$ cat config.mk
export PLATFORM = sky130hd
export DESIGN_NAME = if_stage
export DESIGN_NICKNAME = d
export VERILOG_FILES = /design/src/rtl/if_stage.sv
export SDC_FILE = /design/constraint.sdc
export NUM_CORES = 1
export LEC_CHECK = 0
export CORE_UTILIZATION = 35
export CTS_CLUSTER_SIZE = 40
export DETAILED_ROUTE_END_ITERATION = 10
export PLACE_DENSITY_LB_ADDON = 0.3
export SLEW_MARGIN = 10
export SYNTH_ARGS = -nofsm -noshare
export SYNTH_HDL_FRONTEND = slang
export SYNTH_SLANG_ARGS = --single-unit
$ cat constraint.sdc
create_clock -name clk -period 5.7 [get_ports clk]
set_input_delay 1.14 -clock clk [delete_from_list [all_inputs] [get_ports clk]]
set_output_delay 1.14 -clock clk [all_outputs]
set_load 0.05 [all_outputs]
$ cat src/rtl/if_stage.sv
// Fetch stage and IF/ID pipeline register: PC, next-PC select, and
// the fetched instruction with its PC+4 latched for the D stage.
module if_stage #(
    parameter logic [31:0] PC_RESET = 32'h0000_3000
) (
    input  logic        clk,
    input  logic        reset,
    input  logic        stall,
    input  logic [31:0] instr_f,
    input  logic [1:0]  npc_sel,
    input  logic        br_ne,
    input  logic        co,
    input  logic [31:0] jr_addr,
    output logic [31:0] pc_f,
    output logic [31:0] instr_d,
    output logic [31:0] pc4_d,
    output logic [31:0] pc8_d
);

    typedef enum logic [1:0] {
        NPC_SEQ = 2'b00,
        NPC_BR  = 2'b01,
        NPC_J   = 2'b10,
        NPC_JR  = 2'b11
    } npc_sel_e;

    logic [31:0] pc_q, pc_d;
    logic [31:0] instr_q, instr_d_n;
    logic [31:0] pc4_q, pc4_d_n;

    logic [31:0] pc_seq;
    logic [31:0] br_off;
    logic [31:0] br_tgt;
    logic [31:0] j_tgt;
    logic [31:0] jr_tgt;
    logic        br_taken;

    assign pc_seq   = pc_q + 32'd4;
    assign br_off   = {{14{instr_q[15]}}, instr_q[15:0], 2'b00};
    assign br_tgt   = pc4_q + br_off;
    assign j_tgt    = {pc4_q[31:28], instr_q[25:0], 2'b00};
    // Misaligned jr targets are silently truncated to a word boundary.
    assign jr_tgt   = jr_addr & ~32'h0000_0003;
    assign br_taken = co ^ br_ne;

    always_comb begin
        pc_d      = pc_q;
        instr_d_n = instr_q;
        pc4_d_n   = pc4_q;
        if (!stall) begin
            instr_d_n = instr_f;
            pc4_d_n   = pc_seq;
            case (npc_sel_e'(npc_sel))
                NPC_BR:  pc_d = br_taken ? br_tgt : pc_seq;
                NPC_J:   pc_d = j_tgt;
                NPC_JR:  pc_d = jr_tgt;
                default: pc_d = pc_seq;
            endcase
        end
    end

    always_ff @(posedge clk or posedge reset) begin
        if (reset) begin
            pc_q    <= PC_RESET;
            instr_q <= 32'd0;
            pc4_q   <= 32'd0;
        end else begin
            pc_q    <= pc_d;
            instr_q <= instr_d_n;
            pc4_q   <= pc4_d_n;
        end
    end

    assign pc_f    = pc_q;
    assign instr_d = instr_q;
    assign pc4_d   = pc4_q;
    assign pc8_d   = pc4_q + 32'd4;

endmodule

==> results.toml <==
[grt]
antenna_found_initial = 0
grt_pass1_vias = 6467
grt_pass1_wl_mm = 36.3
grt_overflow = 0
grt_max_degree = 75
grt_use_total = 0.216

[timing]
fin_setup_tns_ps = 0
slew_violations = 0
period_minus_slack_ps = 4720
max_freq_mhz = 212
period_share = 0.829
setup_viol = 0
worst_slew_margin_rel = 0.198
final-hold-violation-count = 0
fin_worst_skew_ps = 7.25
rsz0062_at_grt = "no"
worst-slew-pin-transition_ps = 1200

[finish]
fin_nets = 1066
area_delta_synth_final_pct = 33.6
drive_gt1_frac = 0.117
fillers = 1983
ff_latch_area_sq_um = 2400
multi_input_area_sq_um = 4590
diodes = 0

[power_and_ir_drop]
pwr-share-comb = 0.561
swShare = 0.485
p_int_w = 0.00201
power_density_nw_per_um2 = 401
clkPwrFrac = 0.168
power_frac_seq = 0.271
p_total_w = 0.00390
p_leak_nw = 3.88
switching_power_w = 0.00189
irDropWorstVdd_v = 0.000246

[synth]
ys_warn_count = 0
syn_avg_cell_area_sq_um = 9.11
synth_edf_count = 0
synth_cells = 798
syn-cell-area_sq_um = 7270
yosysTopAreaCellShare = 0.323
seq_area_frac_synth = 0.331
synth-seq-cells = 96
synth_common_cells = "94 x dfrtp_1, 77 x nand2_1, 63 x mux2_2"
synth_cell_type_count = 78
synthTopCellsByArea = "dfrtp_1 32%, mux2_2 9.8%, xnor2_1 6.9%"
yosysMostFrequentCell = "dfrtp_1"
synth_area_leader_cell = "dfrtp_1"
synth_nets = 901
synthArstFlopShare = 1.00
ys_dominant_reg_cell = "dfrtp_1"

[detailed_routing]
vias = 6801
via_per_inst = 5.50
dr.pass1.iters = 5
routed_wl_mm = 22.8
ant_nets = 0
drt-initial-drc-count = 493
wl_per_cell_microns = 18.5
drc = 0

[floorplanning]
die_w_microns = 146
die_h_microns = 146
core_area_sq_um = 20300
fp.dieArea_sq_um = 21400
initial_core_util = 0.358
io_pins = 199
num_rows = 52

[cts]
cts_setup_buffers = 0
numCtsBuffers = 9
clk_latency_ps = 360
cts_root_buf = "clkbuf_16"
cts_buffer_depth = 2
cts_resized = 0
htree_levels = 3
hold_buffers = 0
cts_sinks = 96
cts_tree = "built"
clk_pin_slew_worst_paths_ps = 70

[worst_hold_path]
worst_hold_path_type = "register to register"

[critical_path]
crit_fanout = 6
end_kind = "primary output"
worst_setup_path_start_kind = "register"
worstPathArrival_ps = 3580
crit_type = "register to primary output"
worst_ep_required_time_ps = 4560
rrSetupSlack_ps = 2620

[place]
io_buffers = 196
hpwl_mm = 16.5
gp_congestion = 0.894

[job]
maxCapViolCount = 0

[status]
status = "finished, final reports clean"
metal layers:
layer,global-route usage,vias up,wire length [microns]
li1,-,3249,-
met1,0.302,3254,10600
met2,0.332,268,10100
met3,0.0469,30,1740
met4,0.0635,0,402
met5,0,-,0
cells by family after synthesis:
family	after synthesis	synth area share
flops	96	0.331
buf+inv	67	0.0384
compound gates	201	0.185
simple gates	245	0.174
xor+xnor	76	0.0915
mux	81	0.124
fa+ha+maj	32	0.0561
flip-flops by register name (all words and copies together), names as in the netlist:
register	count
pc_f	32
instr_d	32
pc4_d	32
power by group through the flow:
stage	clock [W]	combinational, W	sequential (W)
after floorplan	0	0.00109	0.00146
after global placement	0	0.00217	0.00106
after detailed placement	0	0.00218	0.00107
after CTS	0.000670	0.00219	0.00106
after global routing	0.000689	0.00233	0.00109
final	0.000654	0.00219	0.00106
per-stage QoR:
| step | instance area (sq um) | hold slack [ps] | cells | util | setup WS (ps) |
|---|---|---|---|---|---|
| final | 9720 | 508 | 1237 | 0.479 | 976 |
| after CTS | 9720 | 508 | 1237 | 0.479 | 937 |
| after detailed placement | 9410 | 492 | 1222 | 0.463 | 1380 |
| after global placement | 9410 | 487 | 1222 | 0.463 | 1370 |
| after floorplan | 7270 | 488 | 798 | - | 1520 |
| after global routing | 9720 | 523 | 1237 | 0.479 | 719 |
critical path, stage by stage, from the launching register on:
cell and delay (ps):
dfrtp_1 430, ha_1 210, nand3_1 160, nor2_1 400
and3_1 400, nor2b_1 300, nor2b_1 260, nand2_1 90
xnor2_1 150, clkdlybuf4s50_1 820
layout by cell type (no fill, tap or decap), types with 4 or more instances in the layout:
master | Yosys | layout
dfrtp_1 | 94 | 94
o21ai_0 | 42 | 42
and3_1 | 11 | 11
xnor2_1 | 57 | 57
o21ai_1 | 17 | 17
a21o_1 | 16 | 16
clkdlybuf4s50_1 | 0 | 194
o21bai_1 | 4 | 4
nand4_1 | 20 | 20
mux2_2 | 63 | 63
nor3_2 | 4 | 4
buf_4 | 6 | 7
nand2_1 | 77 | 77
clkbuf_16 | 0 | 9
nor2_1 | 57 | 57
a22oi_1 | 9 | 9
nand2b_1 | 4 | 4
o211ai_1 | 4 | 4
o221ai_1 | 6 | 6
a221oi_1 | 5 | 5
a21oi_1 | 40 | 39
and4_1 | 5 | 5
o21a_1 | 5 | 5
mux2i_1 | 17 | 17
a31oi_1 | 7 | 7
xor2_1 | 19 | 19
inv_1 | 18 | 17
ha_1 | 31 | 31
nand3_1 | 20 | 20
a211oi_1 | 6 | 6
nor3_1 | 13 | 13
a222oi_1 | 6 | 6
layout make-up:
| class | instances | area share |
|---|---|---|
| Clock inverter | 2 | 0.00386 |
| Clock buffer | 13 | 0.0278 |
| Inverter | 19 | 0.00760 |
| Sequential cell | 96 | 0.248 |
| Tap cell | 270 | 0.0348 |
| Multi-Input combinational cell | 635 | 0.473 |
| Timing Repair Buffer | 202 | 0.206 |
path summary, 6_finish.rpt:
kind,cells after the start,to,startpoint
max in group asynchronous,3,pc_f[12],reset
min in group asynchronous,2,instr_d[29],reset
worst min-delay path,1,instr_d[31],instr_d[31]
worst max register to register,10,pc_f[30],pc4_d[2]
worst min register to register,1,instr_d[31],instr_d[31]
worst max-delay path,9,pc8_d[28],pc4_d[3]
Note: power is estimated with default switching activity, not from simulation.
